## src/rtl/apb_mem_slave.sv

```systemverilog
// APB memory slave: single-port word memory behind an IDLE/ACCESS handshake with WAIT_CYCLES wait states.
// Optional byte-lane write strobes are enabled by defining APB_MEM_STRB_EN.
module apb_mem_slave #(
  parameter int DATA_W      = 32,
  parameter int ADDR_W      = 12,
  parameter int DEPTH       = 64,
  parameter int WAIT_CYCLES = 0
) (
  input  logic                clk,
  input  logic                rst_n,
  input  logic                psel,
  input  logic                penable,
  input  logic                pwrite,
  input  logic [ADDR_W-1:0]   paddr,
  input  logic [DATA_W-1:0]   pwdata,
`ifdef APB_MEM_STRB_EN
  input  logic [DATA_W/8-1:0] pstrb,
`endif
  output logic                pready,
  output logic [DATA_W-1:0]   prdata,
  output logic                pslverr
);

  localparam int LANES  = DATA_W / 8;
  localparam int OFF_W  = $clog2(LANES);
  localparam int IDX_W  = ADDR_W - OFF_W;
  localparam int MEM_AW = (DEPTH > 1) ? $clog2(DEPTH) : 1;

  localparam logic [0:0] IDLE   = 1'b0;
  localparam logic [0:0] ACCESS = 1'b1;
  localparam logic [3:0] WAIT_INIT = 4'(WAIT_CYCLES);

  logic [0:0]        state_q, state_d;
  logic [3:0]        cnt_q, cnt_d;
  logic              pready_q, pready_d;
  logic              pslverr_q, pslverr_d;
  logic [DATA_W-1:0] prdata_q, prdata_d;

  logic [DATA_W-1:0] mem [DEPTH];

  logic [IDX_W-1:0]  word_idx;
  logic [MEM_AW-1:0] mem_addr;
  logic              misaligned;
  logic              out_of_range;
  logic              xfer_err;
  logic [LANES-1:0]  wr_strb;
  logic              mem_we;

  assign word_idx     = paddr[ADDR_W-1:OFF_W];
  assign mem_addr     = word_idx[MEM_AW-1:0];
  assign out_of_range = ({1'b0, word_idx} >= (IDX_W+1)'(DEPTH));
  assign xfer_err     = out_of_range | misaligned;

  generate
    if (OFF_W > 0) begin : g_off
      assign misaligned = |paddr[OFF_W-1:0];
    end else begin : g_no_off
      assign misaligned = 1'b0;
    end
  endgenerate

`ifdef APB_MEM_STRB_EN
  assign wr_strb = pstrb;
`else
  assign wr_strb = '1;
`endif

  // pready, pslverr and prdata are computed one cycle ahead so they leave flops;
  // the APB address/control stay stable across the transfer, so the early sample is valid.
  always_comb begin
    state_d  = state_q;
    cnt_d    = cnt_q;
    pready_d = 1'b0;
    mem_we   = 1'b0;
    case (state_q)
      IDLE: begin
        if (psel && !penable) begin
          state_d  = ACCESS;
          cnt_d    = WAIT_INIT;
          pready_d = (WAIT_INIT == 4'd0);
        end
      end
      ACCESS: begin
        if (!psel || pready_q) begin
          state_d = IDLE;
          cnt_d   = 4'd0;
          mem_we  = psel && penable && pready_q && pwrite && !xfer_err;
        end else if (penable && (cnt_q != 4'd0)) begin
          cnt_d    = cnt_q - 4'd1;
          pready_d = (cnt_q == 4'd1);
        end
      end
      default: begin
        state_d = IDLE;
        cnt_d   = 4'd0;
      end
    endcase
    pslverr_d = pready_d && xfer_err;
    prdata_d  = (pready_d && !pwrite && !xfer_err) ? mem[mem_addr] : '0;
  end

  // Memory has no reset; a zero strobe mask still completes the write handshake.
  always_ff @(posedge clk) begin
    if (mem_we) begin
      for (int i = 0; i < LANES; i++) begin
        if (wr_strb[i]) mem[mem_addr][i*8 +: 8] <= pwdata[i*8 +: 8];
      end
    end
  end

  always_ff @(posedge clk or negedge rst_n) begin
    if (!rst_n) begin
      state_q   <= IDLE;
      cnt_q     <= 4'd0;
      pready_q  <= 1'b0;
      pslverr_q <= 1'b0;
      prdata_q  <= '0;
    end else begin
      state_q   <= state_d;
      cnt_q     <= cnt_d;
      pready_q  <= pready_d;
      pslverr_q <= pslverr_d;
      prdata_q  <= prdata_d;
    end
  end

  assign pready  = pready_q;
  assign pslverr = pslverr_q;
  assign prdata  = prdata_q;

endmodule

```

## config.mk

```make
export PLATFORM = sky130hd
export DESIGN_NAME = apb_mem_slave
export DESIGN_NICKNAME = d
export VERILOG_FILES = /design/src/rtl/apb_mem_slave.sv
export SDC_FILE = /design/constraint.sdc
export NUM_CORES = 2
export LEC_CHECK = 0
export BUFFER_PORTS_ARGS = -buffer_cell sky130_fd_sc_hd__buf_2
export CAP_MARGIN = 20
export CORE_ASPECT_RATIO = 0.8
export CORE_MARGIN = 2
export CORE_UTILIZATION = 40
export DETAILED_ROUTE_END_ITERATION = 8
export PLACE_DENSITY = 0.54
export SLEW_MARGIN = 15
export SYNTH_ARGS = -nofsm -noshare
export SYNTH_HDL_FRONTEND = slang
export SYNTH_SLANG_ARGS = --single-unit
```

## constraint.sdc

```tcl
create_clock -name clk -period 3.01 [get_ports clk]
set_input_delay 0 -clock clk [delete_from_list [all_inputs] [get_ports clk]]
set_output_delay 0 -clock clk [all_outputs]
set_load 0.02 [all_outputs]
```

==> results.py <==
metrics = {
    "power_and_ir_drop": {
        "p_per_area_nw_per_um2": 640,
        "internal_power_mw": 47.1,
        "combPwrFrac_pct": 5.8,
        "leakage_nw": 30.4,
        "power_switching_mw": 13.4,
        "peakVddDrop_v": 0.000521,
        "switching_share_pct": 22.2,
        "p_seq_share_pct": 52.7,
        "clkPwrFrac_pct": 41.4,
        "fin_total_pwr_mw": 60.5,
    },
    "route": {
        "drcViolationCount": 0,
        "drtPass1Iterations": 6,
        "via_count": 46800,
        "drt_iter0_drc": 7411,
        "wl_um": 274000,
        "top_layer": "met5",
        "route.met2.wl_um": 117000,
        "post_drt_wl_per_cell_um": 36.0,
        "antenna_left": 0,
        "wl_met3_um": 35700,
        "met1_length_um": 115000,
        "routed_via_density": 6.15,
    },
    "floorplanning": {
        "die_y_um": 403,
        "num_rows": 146,
        "core_sq_um": 198000,
        "die_area_sq_um": 203000,
        "initial_utilization_pct": 40.3,
        "die_w_um": 503,
        "io-pin-count": 83,
    },
    "setup_path": {
        "crit_arrival_ns": 3.57,
        "reg2reg_from": "cnt_q[0]",
        "critPathKind": "reg -> reg",
        "critPathRequiredTime_ns": 3.72,
        "r2r_slack_ns": 0.15,
        "cp-start-kind": "flip-flop",
        "ff2ff_path_depth": 9,
        "r2r-end": "prdata[23]",
        "cp-end-kind": "flip-flop",
        "crit_fanout": 19,
    },
    "placed_design": {
        "port_buffers": 82,
        "place_area_sq_um": 87500,
        "place_congestion": 0.902,
        "dp_hpwl_um": 173000,
    },
    "synth": {
        "synth_compound_area_share_pct": 8.49,
        "ys_warn_count": 0,
        "ys_types": 74,
        "synth_fa_ha_area_share_pct": 0.0471,
        "synth_fp_nets": 4312,
        "yosysTopAreaCell": "edfxtp_1",
        "async_flop_share_pct": 1.87,
        "synth_xor_area_share_pct": 0,
        "post_synth.cell_area_avg_sq_um": 18.7,
        "synthTopCellsByCount": "edfxtp_1, o22ai_1, mux2i_1, o221ai_1, o21ai_0",
        "ys_seq_area_share_pct": 78.3,
        "ys_ff_latch": 2087,
        "synth_simple_gate_area_share_pct": 2.28,
        "yosysMostFrequentCell": "edfxtp_1",
        "synth_top_cell_area_share_pct": 77.1,
        "synthMuxAreaShare_pct": 8.70,
        "synthCells": 4260,
        "synth-main-ff-cell": "edfxtp_1",
        "synth_edf_count": 2048,
        "synth_area_sq_um": 79800,
        "synth_top_family_by_area": "multiplexers",
        "synthTopCellsByArea": "edfxtp_1, mux4_2, mux2i_1",
    },
    "cts": {
        "cts.sinks": 2087,
        "cts_inserted_buffers": 200,
        "cts.path.max_buffers": 3,
        "cts_tree": "yes",
        "root_buffer": "clkbuf_16",
        "h-tree-depth": 4,
        "cts.reportedPaths.clkPinSlew_ns": 0.07,
        "cts_setup_buffers": 0,
        "clock_insertion_delay_worst_skew_ns": 0.83,
    },
    "timing": {
        "hold_viol": 0,
        "setup-violations-final": 0,
        "min_period_over_period_pct": 94.9,
        "fmaxAchievable_mhz": 350,
        "finalSetupTns_ns": 0,
        "rsz0062_at_grt": "no",
        "min_period_ns": 2.86,
        "skew_ns": 0.0380,
        "maxSlewViolCount": 0,
        "tightest_slew_ns": 1.14,
        "slew_headroom_pct": 24.1,
    },
    "min_path": {
        "hold_depth": 9,
        "whs_endpoint": "prdata[10]",
        "hold_class": "in -> reg",
        "worstHoldStart": "paddr[8]",
    },
    "grt": {
        "grtUsageTotal_pct": 26.7,
        "grt_antenna_before_repair": 19,
        "overflow": 0,
        "grt_pass1_wl_um": 374000,
        "grt_max_degree": 65,
        "grt_pass1_vias": 44200,
    },
    "finish": {
        "areaGrowthSynthToFinish_pct": 18.4,
        "drive_gt1_share_pct": 23.8,
        "final_area_sq_um": 94500,
        "fin_nets": 4828,
    },
    "job": {
        "max_cap_viol_count": 0,
    },
    "outcome": {
        "status": "finished clean",
    },
}
==> cells in the final DEF, fill, tap and decap left out, types with 25 or more instances in the layout <==
cell type and n:
o221ai_1 189, buf_12 131, mux2_2 100, a211oi_1 44, o22ai_1 252, buf_4 342
clkbuf_1 50, edfxtp_1 2048, nor2_1 117, a22oi_1 31, o21ai_0 188, buf_2 77
a222oi_1 25, mux4_2 148, dlygate4sd3_1 49, dfrtp_1 39, nor2_4 64, clkinv_1 40
clkinv_2 39, mux2i_1 211, nand2_1 121, a21oi_1 150, clkbuf_16 206
==> worst max path at each step <==
stage | startpoint | endpoint | slack, ns | cells past startpoint
finish | cnt_q[0] | prdata[23] | 0.15 | 9
global placement | paddr[3] | prdata[30] | 0.27 | 10
global route | cnt_q[0] | prdata[23] | 0.002 | 9
CTS | cnt_q[0] | prdata[23] | 0.18 | 9
detailed placement | paddr[3] | prdata[30] | 0.23 | 10
floorplan | paddr[4] | mem[0][0] | -0.24 | 8
==> cell families after synthesis <==
| group | after synthesis |
|---|---|
| DFF | 2087 |
| AOI/OAI and AO/OA | 996 |
| muxes | 473 |
| and+or+nand+nor | 406 |
| buffers and inverters | 295 |
| adders and majority gates | 3 |
==> power groups by stage <==
stage,Sequential [mW],Combinational [mW],Clock [mW]
3_3_place_gp,32.5,3.36,0
5_1_grt,31.9,3.66,26.5
4_1_cts,31.9,3.45,25.3
6_report,31.9,3.53,25.1
3_5_place_dp,32.5,3.39,0
2_1_floorplan,32.5,1.45,0
==> critical path, cell delays in order, from the launching register on <==
cell and delay [ns]:
dfrtp_1 0.41, inv_1 0.09, ha_1 0.22, and4bb_4 0.35, a41oi_4 0.16, nor3_4 0.23
buf_12 0.23, dlygate4sd3_1 0.61, o221ai_1 0.11, nor4_1 0.33
==> cell type report <==
type / count / area [sq um]
Tap cell: 2664 / 3330
Clock inverter: 110 / 1030
Sequential cell: 2087 / 62500
Multi-Input combinational cell: 1878 / 16100
Clock buffer: 257 / 5360
Antenna cell: 3 / 7.51
Inverter: 7 / 32.5
Timing Repair Buffer: 602 / 6110
Fill cell: 16700 / 104000
==> routing by layer <==
metal / vias to the layer above / global-route usage [%]
met5: - / 0
met4: 8 / 5.18
met3: 374 / 8.67
met2: 2863 / 38.0
met1: 24800 / 40.1
li1: 18800 / -
==> flip-flops by register name, indices dropped and copies added, names as in the netlist <==
register  count
prdata       32
pready        1
cnt_q         4
state_q       1
mem        2048
pslverr       1
==> through the flow <==
stage	worst slack, ns	util [%]	hold slack, ns	instances
after detailed placement	0.229	44.2	0.149	7186
after floorplan	-0.243	-	-0.296	4260
after CTS	0.177	47.7	0.0554	7603
after global routing	0.00203	47.7	0.108	7605
final	0.155	47.7	0.127	7608
after global placement	0.268	44.2	0.157	7186
==> repair_timing <==
item | 4_1_cts | 5_1_grt
hold buffers | 50 | 0
endpoints found under the setup margin | 0 | 0
resized for setup | 0 | 0
endpoints found under the hold margin | 1344 | 0
No activity file was read; power rests on OpenSTA's default activity.
